File: src/rtl/riscv_pkg.sv
// Shared opcodes, FSM state encoding, mux select codes and ALU operation codes
// for the multicycle RISC-V control path.
package riscv_pkg;

   localparam logic [6:0] OP_LW  = 7'b0000011;
   localparam logic [6:0] OP_SW  = 7'b0100011;
   localparam logic [6:0] OP_R   = 7'b0110011;
   localparam logic [6:0] OP_I   = 7'b0010011;
   localparam logic [6:0] OP_B   = 7'b1100011;
   localparam logic [6:0] OP_JAL = 7'b1101111;
   localparam logic [6:0] OP_LUI = 7'b0110111;

   typedef enum logic [3:0] {
      S_FETCH    = 4'd0,
      S_DECODE   = 4'd1,
      S_MEMADR   = 4'd2,
      S_MEMREAD  = 4'd3,
      S_MEMWB    = 4'd4,
      S_MEMWRITE = 4'd5,
      S_EXECR    = 4'd6,
      S_EXECI    = 4'd7,
      S_ALUWB    = 4'd8,
      S_BRANCH   = 4'd9,
      S_JAL      = 4'd10,
      S_LUI      = 4'd11,
      S_TRAP     = 4'd12
   } state_t;

   localparam logic [2:0] IMM_I = 3'b000;
   localparam logic [2:0] IMM_S = 3'b001;
   localparam logic [2:0] IMM_B = 3'b010;
   localparam logic [2:0] IMM_J = 3'b011;
   localparam logic [2:0] IMM_U = 3'b100;

   localparam logic [1:0] RES_ALUOUT    = 2'b00;
   localparam logic [1:0] RES_DATA      = 2'b01;
   localparam logic [1:0] RES_ALURESULT = 2'b10;

   localparam logic [1:0] SRCA_PC    = 2'b00;
   localparam logic [1:0] SRCA_OLDPC = 2'b01;
   localparam logic [1:0] SRCA_RS1   = 2'b10;
   localparam logic [1:0] SRCA_ZERO  = 2'b11;

   localparam logic [1:0] SRCB_RS2  = 2'b00;
   localparam logic [1:0] SRCB_IMM  = 2'b01;
   localparam logic [1:0] SRCB_FOUR = 2'b10;

   localparam logic [1:0] ALUOP_ADD   = 2'b00;
   localparam logic [1:0] ALUOP_SUB   = 2'b01;
   localparam logic [1:0] ALUOP_FUNCT = 2'b10;

   localparam logic [3:0] ALU_ADD  = 4'd0;
   localparam logic [3:0] ALU_SUB  = 4'd1;
   localparam logic [3:0] ALU_AND  = 4'd2;
   localparam logic [3:0] ALU_OR   = 4'd3;
   localparam logic [3:0] ALU_XOR  = 4'd4;
   localparam logic [3:0] ALU_SLT  = 4'd5;
   localparam logic [3:0] ALU_SLTU = 4'd6;
   localparam logic [3:0] ALU_SLL  = 4'd7;
   localparam logic [3:0] ALU_SRL  = 4'd8;
   localparam logic [3:0] ALU_SRA  = 4'd9;

   // Moore control word produced by the main FSM
   typedef struct packed {
      logic       pcwrite;
      logic       adrsrc;
      logic       irwrite;
      logic       memwrite;
      logic       regwrite;
      logic       branch;
      logic       illegal;
      logic [1:0] resultsrc;
      logic [1:0] alusrca;
      logic [1:0] alusrcb;
      logic [1:0] aluop;
   } ctrl_t;

   function automatic logic [2:0] immsrc_of(input logic [6:0] op);
      case (op)
         OP_SW:   return IMM_S;
         OP_B:    return IMM_B;
         OP_JAL:  return IMM_J;
         OP_LUI:  return IMM_U;
         default: return IMM_I;
      endcase
   endfunction

endpackage

File: src/rtl/aludec.sv
// ALU operation decode from ALUOp/funct3/funct7b5; purely combinational.
// Shift encodings only exist when the control bus is wide enough to carry them.
module aludec
   import riscv_pkg::*;
#(
   parameter int W = 3
) (
   input  logic         op5,
   input  logic [2:0]   funct3,
   input  logic         funct7b5,
   input  logic [1:0]   aluop,
   output logic [W-1:0] alucontrol
);

   logic [3:0] code;

   always_comb begin
      code = ALU_ADD;
      case (aluop)
         ALUOP_SUB: code = ALU_SUB;
         ALUOP_FUNCT: begin
            case (funct3)
               3'b000:  code = (funct7b5 & op5) ? ALU_SUB : ALU_ADD;
               3'b010:  code = ALU_SLT;
               3'b011:  code = ALU_SLTU;
               3'b100:  code = ALU_XOR;
               3'b110:  code = ALU_OR;
               3'b111:  code = ALU_AND;
               3'b001:  code = (W >= 4) ? ALU_SLL : ALU_ADD;
               default: code = (W >= 4) ? (funct7b5 ? ALU_SRA : ALU_SRL) : ALU_ADD;
            endcase
         end
         default: code = ALU_ADD;
      endcase
   end

   assign alucontrol = W'(code);

endmodule

File: src/rtl/mc_mainfsm.sv
// Multicycle main FSM: state register, next-state logic and Moore control word.
// Fetch/memread/memwrite hold until mem_ready; TRAP is left only through reset.
module mc_mainfsm
   import riscv_pkg::*;
(
   input  logic       clk,
   input  logic       reset,
   input  logic [6:0] op,
   input  logic       mem_ready,
   output state_t     state,
   output ctrl_t      ctrl
);

   state_t nxt;

   always_ff @(posedge clk) begin
      if (reset) state <= S_FETCH;
      else       state <= nxt;
   end

   always_comb begin
      nxt  = state;
      ctrl = '0;
      case (state)
         S_FETCH: begin
            ctrl.alusrca   = SRCA_PC;
            ctrl.alusrcb   = SRCB_FOUR;
            ctrl.aluop     = ALUOP_ADD;
            ctrl.resultsrc = RES_ALURESULT;
            ctrl.irwrite   = mem_ready;
            ctrl.pcwrite   = mem_ready;
            if (mem_ready) nxt = S_DECODE;
         end
         S_DECODE: begin
            // branch/jump target is precomputed into ALUOut here
            ctrl.alusrca = SRCA_OLDPC;
            ctrl.alusrcb = SRCB_IMM;
            case (op)
               OP_LW, OP_SW: nxt = S_MEMADR;
               OP_R:         nxt = S_EXECR;
               OP_I:         nxt = S_EXECI;
               OP_B:         nxt = S_BRANCH;
               OP_JAL:       nxt = S_JAL;
               OP_LUI:       nxt = S_LUI;
               default:      nxt = S_TRAP;
            endcase
         end
         S_MEMADR: begin
            ctrl.alusrca = SRCA_RS1;
            ctrl.alusrcb = SRCB_IMM;
            nxt = (op == OP_LW) ? S_MEMREAD : S_MEMWRITE;
         end
         S_MEMREAD: begin
            ctrl.adrsrc = 1'b1;
            if (mem_ready) nxt = S_MEMWB;
         end
         S_MEMWB: begin
            ctrl.resultsrc = RES_DATA;
            ctrl.regwrite  = 1'b1;
            nxt = S_FETCH;
         end
         S_MEMWRITE: begin
            ctrl.adrsrc   = 1'b1;
            ctrl.memwrite = 1'b1;
            if (mem_ready) nxt = S_FETCH;
         end
         S_EXECR: begin
            ctrl.alusrca = SRCA_RS1;
            ctrl.alusrcb = SRCB_RS2;
            ctrl.aluop   = ALUOP_FUNCT;
            nxt = S_ALUWB;
         end
         S_EXECI: begin
            ctrl.alusrca = SRCA_RS1;
            ctrl.alusrcb = SRCB_IMM;
            ctrl.aluop   = ALUOP_FUNCT;
            nxt = S_ALUWB;
         end
         S_ALUWB: begin
            ctrl.resultsrc = RES_ALUOUT;
            ctrl.regwrite  = 1'b1;
            nxt = S_FETCH;
         end
         S_BRANCH: begin
            ctrl.alusrca   = SRCA_RS1;
            ctrl.alusrcb   = SRCB_RS2;
            ctrl.aluop     = ALUOP_SUB;
            ctrl.resultsrc = RES_ALUOUT;
            ctrl.branch    = 1'b1;
            nxt = S_FETCH;
         end
         S_JAL: begin
            // ALU forms OldPC+4 for the link write in ALUWB
            ctrl.alusrca   = SRCA_OLDPC;
            ctrl.alusrcb   = SRCB_FOUR;
            ctrl.resultsrc = RES_ALUOUT;
            ctrl.pcwrite   = 1'b1;
            nxt = S_ALUWB;
         end
         S_LUI: begin
            ctrl.alusrca = SRCA_ZERO;
            ctrl.alusrcb = SRCB_IMM;
            nxt = S_ALUWB;
         end
         S_TRAP: begin
            ctrl.illegal = 1'b1;
            nxt = S_TRAP;
         end
         default: nxt = S_FETCH;
      endcase
   end

endmodule

File: src/rtl/mc_controller.sv
// Multicycle RISC-V control unit: Moore FSM plus ALU decode and branch resolution.
// Memory states stall on MemReady; outputs hold steady across the stall.
module mc_controller
   import riscv_pkg::*;
#(
   parameter int ALU_CTRL_W    = 3,
   parameter bit HAS_MEM_READY = 1'b1,
   parameter bit BRANCH_FULL   = 1'b1
) (
   input  logic                  clk,
   input  logic                  reset,
   input  logic [6:0]            op,
   input  logic [2:0]            funct3,
   input  logic                  funct7b5,
   input  logic                  Zero,
   input  logic                  LtS,
   input  logic                  LtU,
   input  logic                  MemReady,
   output logic                  PCWrite,
   output logic                  AdrSrc,
   output logic                  IRWrite,
   output logic                  MemWrite,
   output logic                  RegWrite,
   output logic [1:0]            ResultSrc,
   output logic [1:0]            ALUSrcA,
   output logic [1:0]            ALUSrcB,
   output logic [2:0]            ImmSrc,
   output logic [ALU_CTRL_W-1:0] ALUControl,
   output logic                  Illegal,
   output logic [3:0]            State
);

   state_t fsm_state;
   ctrl_t  ctrl;
   logic   mem_rdy;
   logic   taken;

   assign mem_rdy = HAS_MEM_READY ? MemReady : 1'b1;

   mc_mainfsm u_fsm (
      .clk       (clk),
      .reset     (reset),
      .op        (op),
      .mem_ready (mem_rdy),
      .state     (fsm_state),
      .ctrl      (ctrl)
   );

   aludec #(.W(ALU_CTRL_W)) u_aludec (
      .op5        (op[5]),
      .funct3     (funct3),
      .funct7b5   (funct7b5),
      .aluop      (ctrl.aluop),
      .alucontrol (ALUControl)
   );

   // funct3 010/011 are reserved encodings and never branch
   always_comb begin
      taken = 1'b0;
      if (BRANCH_FULL) begin
         case (funct3)
            3'b000:  taken = Zero;
            3'b001:  taken = ~Zero;
            3'b100:  taken = LtS;
            3'b101:  taken = ~LtS;
            3'b110:  taken = LtU;
            3'b111:  taken = ~LtU;
            default: taken = 1'b0;
         endcase
      end else begin
         taken = (funct3 == 3'b000) & Zero;
      end
   end

   assign PCWrite   = ctrl.pcwrite | (ctrl.branch & taken);
   assign AdrSrc    = ctrl.adrsrc;
   assign IRWrite   = ctrl.irwrite;
   assign MemWrite  = ctrl.memwrite;
   assign RegWrite  = ctrl.regwrite;
   assign ResultSrc = ctrl.resultsrc;
   assign ALUSrcA   = ctrl.alusrca;
   assign ALUSrcB   = ctrl.alusrcb;
   assign ImmSrc    = immsrc_of(op);
   assign Illegal   = ctrl.illegal;
   assign State     = fsm_state;

endmodule

File: config.mk
export PLATFORM = sky130hd
export DESIGN_NAME = mc_controller
export DESIGN_NICKNAME = d
export VERILOG_FILES = /design/src/rtl/riscv_pkg.sv /design/src/rtl/aludec.sv /design/src/rtl/mc_mainfsm.sv /design/src/rtl/mc_controller.sv
export SDC_FILE = /design/constraint.sdc
export NUM_CORES = 1
export LEC_CHECK = 0
export ABC_CLOCK_PERIOD_IN_PS = 3080
export CORE_MARGIN = 2
export CORE_UTILIZATION = 35
export DETAILED_ROUTE_END_ITERATION = 12
export PLACE_DENSITY = 0.83
export SYNTH_ARGS = -nofsm -noshare
export SYNTH_HDL_FRONTEND = slang
export SYNTH_SLANG_ARGS = --single-unit
File: constraint.sdc
create_clock -name clk -period 3.08 [get_ports clk]
set_clock_uncertainty 0.1 [all_clocks]
set_input_delay 0.924 -clock clk [delete_from_list [all_inputs] [get_ports clk]]
set_output_delay 0.924 -clock clk [all_outputs]
set_load 0.005 [all_outputs]
== After elaboration in Yosys (flattened, before gate mapping) ==
Cells that the tools add are included.

* Register bits: 4
* Input bits: 17
* Output and inout bits: 22
* Word-level logic and storage cells: 69

* Equality and inequality tests: 31
* Muxes and demuxes: 21
* Bitwise gates (word level): 6
* Reduce and logical (&&, ||, !) cells: 10

{| class="wikitable"
|+ Operator list
! kind !! count
|-
| 4-bit case mux with 6 select lines || 2
|-
| 4-bit case mux with 7 select lines || 1
|-
| 7-bit by 6-bit == test with 1-bit output (second input constant) || 3
|-
| 4-bit == test (second input constant) || 5
|-
| 3-bit case mux with 6 select lines || 1
|-
| 4-bit by 3-bit == test with 1-bit output (second input constant) || 4
|-
| 7-bit == test (second input constant) || 2
|-
| 3-bit == test (second input constant) || 4
|-
| 4-bit 2-to-1 mux || 3
|-
| 3-bit case mux with 4 select lines || 1
|-
| 2-bit OR reduction || 6
|-
| 4-bit by 2-bit == test with 1-bit output (second input constant) || 2
|-
| 2-bit case mux with 2 select lines || 2
|-
| 7-bit by 2-bit == test with 1-bit output (second input constant) || 1
|-
| 7-bit by 5-bit == test with 1-bit output (second input constant) || 1
|-
| 1-bit 2-to-1 mux || 7
|-
| 3-bit by 2-bit == test with 1-bit output (second input constant) || 2
|-
| 2-bit != test (second input constant) || 3
|-
| 1-bit case mux with 6 select lines || 1
|-
| 3-bit case mux with 2 select lines || 1
|-
| 4-bit by 1-bit == test with 1-bit output (second input constant) || 1
|-
| 4-bit logical NOT || 1
|-
| 4-bit OR reduction || 1
|-
| 3-bit by 1-bit == test with 1-bit output (second input constant) || 1
|-
| 9 further kinds || 12
|}

== Logic depth before layout (Yosys ltp) ==
Gate-level depths: netlist of run 1.

* Depth in word-level cells: 5
* Depth in mapped cells: 8
* Depth with buffers taken out: 7

== Hierarchy ==
A second synthesis of run 1 with hierarchy kept.

* Cells, all modules: 117
* Area, all modules: 812.0 µm²

{| class="wikitable"
|+ Modules (own cells, without submodules)
! module !! instances !! cells each !! area an instance (µm²) !! sequential area each (µm²)
|-
| mc_mainfsm || 1 || 87 || 605.6 || 80.1
|-
| mc_controller || 1 || 15 || 103.8 || 0.0
|-
| aludec || 1 || 15 || 102.6 || 0.0
|}

== Worst setup path after synthesis of run 1 ==
OpenSTA, ideal clock, no wires.

* Path kind: input to output
* From: input funct3[2]
* To: output PCWrite
* Arrival: 1.645 ns
* Required time: 2.056 ns
* Setup slack: 0.411 ns
* Stages on the path: 4
* Path buffers: 0
* Cells stage by stage: mux2i_1 > xnor2_1 > a32oi_1 > a221oi_1

* Cells in the longest elaborated chain, start to end: 4
* Elaborated cells on any way between the ends: 9
* Classes of those cells: eq/ne (5); mux (1); bitwise (2); reduce/logical (1)

{| class="wikitable"
|+ Ends and longest elaborated chain
! item !! RTL line !! source
|-
| start, declared || mc_controller.sv:13 || <nowiki>input logic [2:0] funct3,</nowiki>
|-
| 3-bit == test, or another cell as far along || mc_controller.sv:61 || <nowiki>case (funct3)</nowiki>
|-
| 1-bit case mux with 6 select lines (*) || mc_controller.sv:61 ||
|-
| 1-bit AND (*) || mc_controller.sv:75 || <nowiki>assign PCWrite = ctrl.pcwrite | (ctrl.branch & taken);</nowiki>
|-
| 1-bit OR (*) || mc_controller.sv:75 ||
|-
| end, declared || mc_controller.sv:19 || <nowiki>output logic PCWrite,</nowiki>
|}

Every way passes the cells marked *; elsewhere a longest branch is shown, timed or not.

== Final worst setup path of run 1 ==
* From: input LtU
* To: output PCWrite

* Cells in the longest elaborated chain, start to end: 4

{| class="wikitable"
|+ Ends and longest elaborated chain
! item !! RTL line !! source
|-
| start, declared || mc_controller.sv:17 || <nowiki>input logic LtU,</nowiki>
|-
| 1-bit NOT || mc_controller.sv:67 || <nowiki>3'b111: taken = ~LtU;</nowiki>
|-
| 1-bit case mux with 6 select lines (*) || mc_controller.sv:61 ||
|-
| 1-bit AND (*) || mc_controller.sv:75 ||
|-
| 1-bit OR (*) || mc_controller.sv:75 ||
|}

Marked as above.

==> impl_metrics.json, run 1 <==
{
  "setup.worst_path.class": "in -> out",
  "synth_most_common_cell": "nor2_1",
  "synth_ff_type": "dfxtp_1",
  "wl_mm": 2.36,
  "viasPerCell": 5.34,
  "die_area_sq_um": 2610,
  "vdd_drop_max_mv": 0.113,
  "antenna_cells": 0,
  "place_inst": 189,
  "path_max_fanout": 1,
  "gp_congestion": 0.878,
  "finalMaxSlewViolations": 0,
  "async_flop_share_pct": 0,
  "yosysSeqAreaShare_pct": 10.3,
  "fillers": 197,
  "first_global_vias": 909,
  "cpMaxStageDelayCell": "clkdlybuf4s50_1",
  "drt-initial-drc-count": 16,
  "cts_buffer_depth": 2,
  "fmax_mhz": 327,
  "drive_above_1_share_pct": 23.5,
  "worst_slew_pin_slew_ns": 0.390,
  "drc": 0,
  "die_w_microns": 51.1,
  "slowest_delay_ns": 0.47,
  "buffer_ports.inserted": 38,
  "hp-class": "reg -> reg",
  "p_leak_uw": 0.000597,
  "worstRegToRegCells": 5,
  "cts_tree": "built",
  "cts_hold_buffers": 0,
  "final_nets": 187,
  "finalNonFillerCells": 194,
  "hold_viol_final": 0,
  "setup_viol": 0,
  "ys_types": 44,
  "grt_antenna_before_repair": 0,
  "cp.required_ns": 2.06,
  "cp.arrival_ns": 2.03,
  "clk_pin_slew_ns": 0.03,
  "syn_area_sq_um": 776,
  "hold_depth": 4,
  "initial_core_util_pct": 36.1,
  "synth_area_leader_cell": "dfxtp_1",
  "reg.largest.list": "u_fsm.state (4)",
  "overflow": 0,
  "hp-start": "u_fsm.state[1]",
  "syn_nets": 132,
  "ant_nets": 0,
  "clock_latency_ns": 0.23,
  "globalRouteTotalUtil_pct": 19.3,
  "r2r_end": "u_fsm.state[2]",
  "timing.rr.start": "u_fsm.state[3]",
  "drt-pass1-iter-count": 4,
  "status": "complete, no violations",
  "grt_pass1_wl_mm": 3.88,
  "ys_seq_elements": 4,
  "synthTopCellsByArea": "dfxtp_1 10%, nor2_1 5.8%, a21oi_1 5.2%",
  "startpoint": "LtU",
  "synthTopCellsByCount": "12 x nor2_1, 8 x a21oi_1, 7 x nand2_1",
  "routedWlPerCell_microns": 12.2,
  "rrSetupSlack_ns": 1.54,
  "placed_cell_area_sq_um": 1280,
  "clock-sinks": 4,
  "clockRootBuffer": "clkbuf_4",
  "syn_avg_cell_area_sq_um": 6.86,
  "endpoint_kind": "output pin",
  "seqCellArea_sq_um": 80.1,
  "synth_edf_count": 0,
  "row_count": 17,
  "drv.max_cap_violation_count": 0,
  "h-tree-depth": 1,
  "top_register": "u_fsm.state",
  "period_share_pct": 99.1,
  "via_count": 1035,
  "critical_path.cell_chain": "clkdlybuf4s50_1 -> xor2_1 -> a21oi_1 -> a221oi_2 -> buf_2",
  "ys_warn_count": 0,
  "ios": 39,
  "grt_max_degree": 18,
  "p_per_area_nw_per_um2": 225,
  "total_power_uw": 295,
  "dp_hpwl_mm": 1.90,
  "areaGrowthSynthToFinish_pct": 69.4,
  "syn_inst": 113,
  "largest_register_ffs": 4,
  "worstHoldEndpoint": "u_fsm.state[1]",
  "maxSlewHeadroom_pct": 73.3,
  "coreArea_sq_um": 2150,
  "cts_buffers": 3,
  "rsz0062_at_grt": "yes",
  "yosysTopAreaCellShare_pct": 10.3,
  "fin_crit_ns": 3.05,
  "fin_area_sq_um": 1310,
  "crit_path_start_kind": "input pin",
  "dieHeight_microns": 51.1,
  "multiInputGateArea_sq_um": 632
}
worst max-delay path, delay by kind of cell:
kind                      cells  cell delay, ns
AOI/OAI and AO/OA             2            0.33
xor gates and xnor gates      1            0.14
buffers and inverters         2            0.62
repair_timing:
action                     in CTS  in global routing
pin swaps                       6                  5
setup endpoints to repair       8                  5
setup buffers                   1                  1
hold endpoints to repair        0                  0
gates resized for setup        31                  5
layout by cell type, fill, tap and decap left out, types with 4 or more instances in the layout:
| cell type | count |
|---|---|
| a21oi_1 | 8 |
| buf_4 | 17 |
| clkdlybuf4s50_1 | 18 |
| dfxtp_1 | 4 |
| dlygate4sd2_1 | 12 |
| inv_1 | 6 |
| nand2_1 | 7 |
| nand3_1 | 6 |
| nor2_1 | 12 |
| nor3_1 | 6 |
| o21ai_0 | 5 |
| xnor2_1 | 4 |
routing by layer:
metal,vias to the layer above,routed length [microns],GRT usage (%)
li1,526,-,-
met1,462,1020,22.5
met2,40,1160,35.7
met3,7,143,2.05
met4,0,41,7.21
met5,-,0,0
power breakdown:
| group | switching (uW) | total [uW] | internal [uW] |
|---|---|---|---|
| registers | 7.13 | 62.9 | 55.7 |
| clock network | 20.9 | 64.4 | 43.5 |
| logic | 73.0 | 168 | 94.8 |
worst max-delay path by stage:
| stage | endpoint | slack (ns) | cells past startpoint |
|---|---|---|---|
| after floorplan | PCWrite | 0.41 | 4 |
| after global placement | PCWrite | -0.62 | 6 |
| after detailed placement | PCWrite | -0.78 | 6 |
| after CTS | ImmSrc[2] | 0.0008 | 4 |
| after global routing | PCWrite | -0.06 | 5 |
| final | PCWrite | 0.03 | 5 |
through the flow:
step	setup slack, ns	utilization (%)	TNS, ns	hold slack [ns]
floorplan	0.411	-	0	0.596
global placement	-0.619	59.7	-2.68	0.594
detailed placement	-0.780	59.7	-2.95	0.611
CTS	0.000763	60.7	0	0.628
global route	-0.0571	61.2	-0.0571	0.690
finish	0.0263	61.2	0	0.631
logic make-up after synthesis:
group | synth area share (%)
simple gates | 42.4
compound gates | 25.3
buf+inv | 9.03
xor+xnor | 5.64
flops | 10.3
mux | 4.03
fa+ha+maj | 3.23
cell type report:
type / count / area share (%)
multi-input cells: 94 / 48.1
repair buffers: 58 / 39.4
flip-flops and latches: 4 / 6.10
well taps: 28 / 2.67
inverters: 7 / 2.00
clock buffers: 3 / 1.71
Note: power is estimated with default switching activity, not from simulation.
==> inputs of run 2 (changes only) <==
Settings changed: SETUP_SLACK_MARGIN from default to 0.05, SKIP_CTS_REPAIR_TIMING from default to 1.
==> impl_metrics.json, run 2 (same netlist as run 1, synthesis figures left out) <==
{
  "p_leak_uw": 0.000699,
  "row_count": 17,
  "grt_pass1_wl_mm": 3.83,
  "via_count": 1064,
  "hp-class": "reg -> reg",
  "drt-initial-drc-count": 21,
  "rsz0062_at_grt": "yes",
  "cp.arrival_ns": 2.06,
  "failed_checks": "negative setup slack",
  "drive_above_1_share_pct": 23.6,
  "clock-sinks": 4,
  "cpMaxStageDelayCell": "clkdlybuf4s50_1",
  "finalNonFillerCells": 193,
  "drv.max_cap_violation_count": 0,
  "areaGrowthSynthToFinish_pct": 74.8,
  "met1_usage_pct": 21.6,
  "top_register": "u_fsm.state",
  "dieHeight_microns": 51.1,
  "grt_util_met3_pct": 2.34,
  "grt_antenna_before_repair": 0,
  "coreArea_sq_um": 2150,
  "fillers": 187,
  "endpoint_kind": "output pin",
  "path_buf_inv": 2,
  "slowest_delay_ns": 0.47,
  "ant_nets": 0,
  "final_common_cell": "clkdlybuf4s50_1",
  "die_w_microns": 51.1,
  "die_area_sq_um": 2610,
  "h-tree-depth": 1,
  "cts_tree": "built",
  "p_per_area_nw_per_um2": 221,
  "wl_mm": 2.51,
  "cts_buffers": 3,
  "busiest_layer": "met2",
  "finalMaxSlewViolations": 0,
  "worst_slew_pin_slew_ns": 0.392,
  "grt_max_degree": 18,
  "status": "finished, violations left",
  "drc": 0,
  "ios": 39,
  "final_nets": 186,
  "overflow": 0,
  "fin_area_sq_um": 1360,
  "dp_hpwl_mm": 1.90,
  "vdd_drop_max_mv": 0.118,
  "largest_register_ffs": 4,
  "place_inst": 189,
  "placed_cell_area_sq_um": 1280,
  "fmax_mhz": 324,
  "fin_ws_ns": -0.00332,
  "cp.required_ns": 2.06,
  "critical_path.cell_chain": "clkdlybuf4s50_1 -> xor2_1 -> a21oi_1 -> a221oi_2 -> buf_2",
  "maxSlewHeadroom_pct": 73.2,
  "viasPerCell": 5.51,
  "final_cell_mix": "21 x clkdlybuf4s50_1, 16 x buf_4, 14 x dlymetal6s2s_1",
  "period_share_pct": 100,
  "post-place-ws_ns": -0.780,
  "cts_buffer_depth": 2,
  "setup_viol": 1,
  "fin_crit_ns": 3.08,
  "crit_path_start_kind": "input pin",
  "reg.largest.list": "u_fsm.state (4)",
  "drt-pass1-iter-count": 4,
  "path_delay_family": "buffers and inverters",
  "antenna_cells": 0,
  "hold_viol_final": 0,
  "total_power_uw": 299,
  "buffer_ports.inserted": 38,
  "routedWlPerCell_microns": 13.0,
  "gp_congestion": 0.878,
  "clockRootBuffer": "clkbuf_4",
  "clock_latency_ns": 0.23,
  "first_global_vias": 915,
  "setup.worst_path.class": "in -> out",
  "globalRouteTotalUtil_pct": 19.0,
  "clk_pin_slew_ns": 0.03,
  "gr-usage-met2_pct": 35.1,
  "initial_core_util_pct": 36.1,
  "path_max_fanout": 1
}
-- run 2: cell count changes in the layout (fill, tap and decap cells not counted) --
| cell | before | now |
|---|---|---|
| buf_4 | 17 | 16 |
| clkdlybuf4s15_1 | 2 | 0 |
| clkdlybuf4s15_2 | 1 | 0 |
| clkdlybuf4s50_1 | 18 | 21 |
| dfxtp_1 | 4 | 3 |
| dfxtp_2 | 0 | 1 |
| dlygate4sd2_1 | 12 | 0 |
| dlymetal6s2s_1 | 2 | 14 |
| nor3b_1 | 1 | 0 |
| nor3b_2 | 0 | 1 |
-- run 2: stage by stage --
stage	util, %	TNS [ns]	hold slack (ns)
2_1_floorplan	-	0	0.596
3_3_place_gp	59.7	-2.68	0.594
3_5_place_dp	59.7	-2.95	0.611
4_1_cts	60.7	-2.97	0.616
5_1_grt	63.1	-0.0660	0.611
6_report	63.1	-0.00332	0.577
-- run 2: worst register-to-register path, cell delays in order (launching register included) --
cell,delay (ns)
dfxtp_1,0.56
buf_4,0.24
nor2b_1,0.07
o22ai_1,0.16
a21oi_1,0.07
a311oi_1,0.24
-- run 2: area by class of cell --
type	instances	area (sq um)	area share, %
Inverter	7	26.3	1.94
Multi-Input combinational cell	94	637	47.0
Clock buffer	3	22.5	1.66
Sequential cell	4	81.3	6.00
Timing Repair Buffer	57	554	40.9
Tap cell	28	35.0	2.58
-- run 2: routing by layer --
layer | wire, microns | up-vias
li1 | - | 523
met1 | 1060 | 487
met2 | 1270 | 48
met3 | 136 | 6
met4 | 36 | 0
met5 | 0 | -
-- run 2: path summary, 6_finish.rpt --
check	slack, ns	startpoint	end	cells after the start
setup reg to reg	1.53	u_fsm.state[3]	u_fsm.state[2]	5
hold / removal	0.58	u_fsm.state[1]	u_fsm.state[2]	3
setup / recovery	-0.003	LtU	PCWrite	5
hold reg to reg	0.58	u_fsm.state[1]	u_fsm.state[2]	3
-- run 2: power by group --
part           internal (uW)  switching [uW]  total, uW
Combinational           97.6            74.2        172
Sequential              55.7            7.24       63.0
Clock                   43.5            20.9       64.4
Total                    197             102        299
==> inputs of run 3 (changes only) <==
--- a/config.mk
+++ b/config.mk
@@ -10,4 +10,5 @@
 export CORE_UTILIZATION = 35
 export DETAILED_ROUTE_END_ITERATION = 12
+export GPL_TIMING_DRIVEN = 0
 export PLACE_DENSITY = 0.83
 export SETUP_SLACK_MARGIN = 0.05
==> constraint.sdc (replaced) <==
create_clock -name clk -period 3.08 [get_ports clk]
set_clock_uncertainty 0.1 [all_clocks]
set_input_delay 0.924 -clock clk [delete_from_list [all_inputs] [get_ports clk]]
set_output_delay 0.924 -clock clk [all_outputs]
set_load 0.1 [all_outputs]
==> impl_metrics.json, run 3 (same netlist as run 1, synthesis figures left out) <==
{
  "dp_hpwl_mm": 1.83,
  "largest_register_ffs": 4,
  "drc": 0,
  "antenna_cells": 0,
  "setup_tns_ns": 0,
  "dieHeight_microns": 51.1,
  "hp-start": "u_fsm.state[1]",
  "fillers": 174,
  "pwr-share-comb_pct": 73.9,
  "areaGrowthSynthToFinish_pct": 92.7,
  "coreArea_sq_um": 2150,
  "reg.largest.list": "u_fsm.state (4)",
  "grt_pass1_wl_mm": 3.77,
  "ios": 39,
  "grt_antenna_before_repair": 0,
  "buffer_ports.inserted": 38,
  "die_w_microns": 51.1,
  "viasPerCell": 5.55,
  "ant_nets": 0,
  "fin_area_sq_um": 1500,
  "vdd_drop_max_mv": 0.266,
  "switching_power_uw": 262,
  "clk_pin_slew_ns": 0.03,
  "power_frac_clock_pct": 13.8,
  "first_global_vias": 879,
  "clockRootBuffer": "clkbuf_4",
  "cts_buffers": 3,
  "gp_congestion": 0.880,
  "switching_share_pct": 56.4,
  "final_common_cell": "dlymetal6s2s_1",
  "cts_tree": "built",
  "path_max_fanout": 3,
  "drt-initial-drc-count": 29,
  "clock-sinks": 4,
  "cts_buffer_depth": 2,
  "place_inst": 179,
  "finalMaxSlewViolations": 0,
  "hold_viol_final": 0,
  "initial_core_util_pct": 36.1,
  "placed_cell_area_sq_um": 1360,
  "row_count": 17,
  "endpoint_kind": "output pin",
  "period_share_pct": 99.3,
  "final_nets": 177,
  "setup.worst_path.class": "in -> out",
  "rsz0062_at_grt": "yes",
  "top_register": "u_fsm.state",
  "fin_crit_ns": 3.06,
  "fmax_mhz": 327,
  "startpoint": "funct3[2]",
  "wl_mm": 2.60,
  "worst_slew_pin_slew_ns": 0.980,
  "cp.arrival_ns": 2.03,
  "grt_max_degree": 11,
  "maxSlewHeadroom_pct": 34.6,
  "p_leak_uw": 0.000806,
  "final_cell_mix": "21 x dlymetal6s2s_1, 8 x nor2_1, 7 x nand2_1",
  "pwr-share-seq_pct": 12.3,
  "p_int_uw": 202,
  "via_count": 1022,
  "h-tree-depth": 1,
  "hp-class": "reg -> reg",
  "total_power_uw": 464,
  "cp.required_ns": 2.06,
  "globalRouteTotalUtil_pct": 18.2,
  "drive_above_1_share_pct": 36.5,
  "crit_path_start_kind": "input pin",
  "post-route-util_pct": 69.6,
  "routedWlPerCell_microns": 14.1,
  "clock_latency_ns": 0.23,
  "drt-pass1-iter-count": 4,
  "finalNonFillerCells": 184,
  "timing.rr.start": "u_fsm.state[0]",
  "drv.max_cap_violation_count": 0,
  "status": "complete, no violations",
  "die_area_sq_um": 2610,
  "overflow": 0,
  "setup_viol": 0,
  "p_per_area_nw_per_um2": 310
}
-- run 3: cell type report --
cell class | count | area (sq um) | share of cell area, %
Tap cell | 28 | 35.0 | 2.34
Buffer | 8 | 86.3 | 5.77
Inverter | 7 | 26.3 | 1.76
Timing Repair Buffer | 40 | 468 | 31.3
Sequential cell | 4 | 95.1 | 6.36
Clock buffer | 3 | 22.5 | 1.51
Multi-Input combinational cell | 94 | 762 | 51.0
-- run 3: worst max-delay path, cell delays in order --
cell and delay [ns]:
buf_4 0.10, mux2i_1 0.21, xnor2_1 0.14, a32oi_1 0.15
a221oi_4 0.30, buf_12 0.21
-- run 3: per-stage QoR --
stage	hold WS, ns	worst slack (ns)
final	0.589	0.0215
after global routing	0.614	-0.0518
after CTS	0.582	-1.36
after detailed placement	0.572	-1.36
after global placement	0.576	-1.34
after floorplan	0.706	-0.277
-- run 3: worst paths after layout --
check	to	slack, ns	cells past startpoint
max	PCWrite	0.02	6
min	u_fsm.state[1]	0.59	3
max reg2reg	u_fsm.state[2]	1.55	5
min reg2reg	u_fsm.state[1]	0.59	3
-- run 3: power by group through the flow --
stage / combinational [uW] / sequential (uW) / clock (uW)
finish: 343 / 57.1 / 63.8
global route: 358 / 57.5 / 71.5
CTS: 339 / 57.2 / 67.4
detailed placement: 338 / 58.0 / 0
global placement: 335 / 57.8 / 0
floorplan: 230 / 84.0 / 0
-- run 3: per-layer routing --
metal | track usage, % | routed length, microns | up-vias | part of all wire, %
li1 | - | - | 508 | -
met1 | 23.3 | 1140 | 471 | 44
met2 | 31.4 | 1320 | 43 | 51
met3 | 4.68 | 144 | 0 | 5.5
met4 | 1.80 | 0 | 0 | 0
met5 | 0 | 0 | - | 0
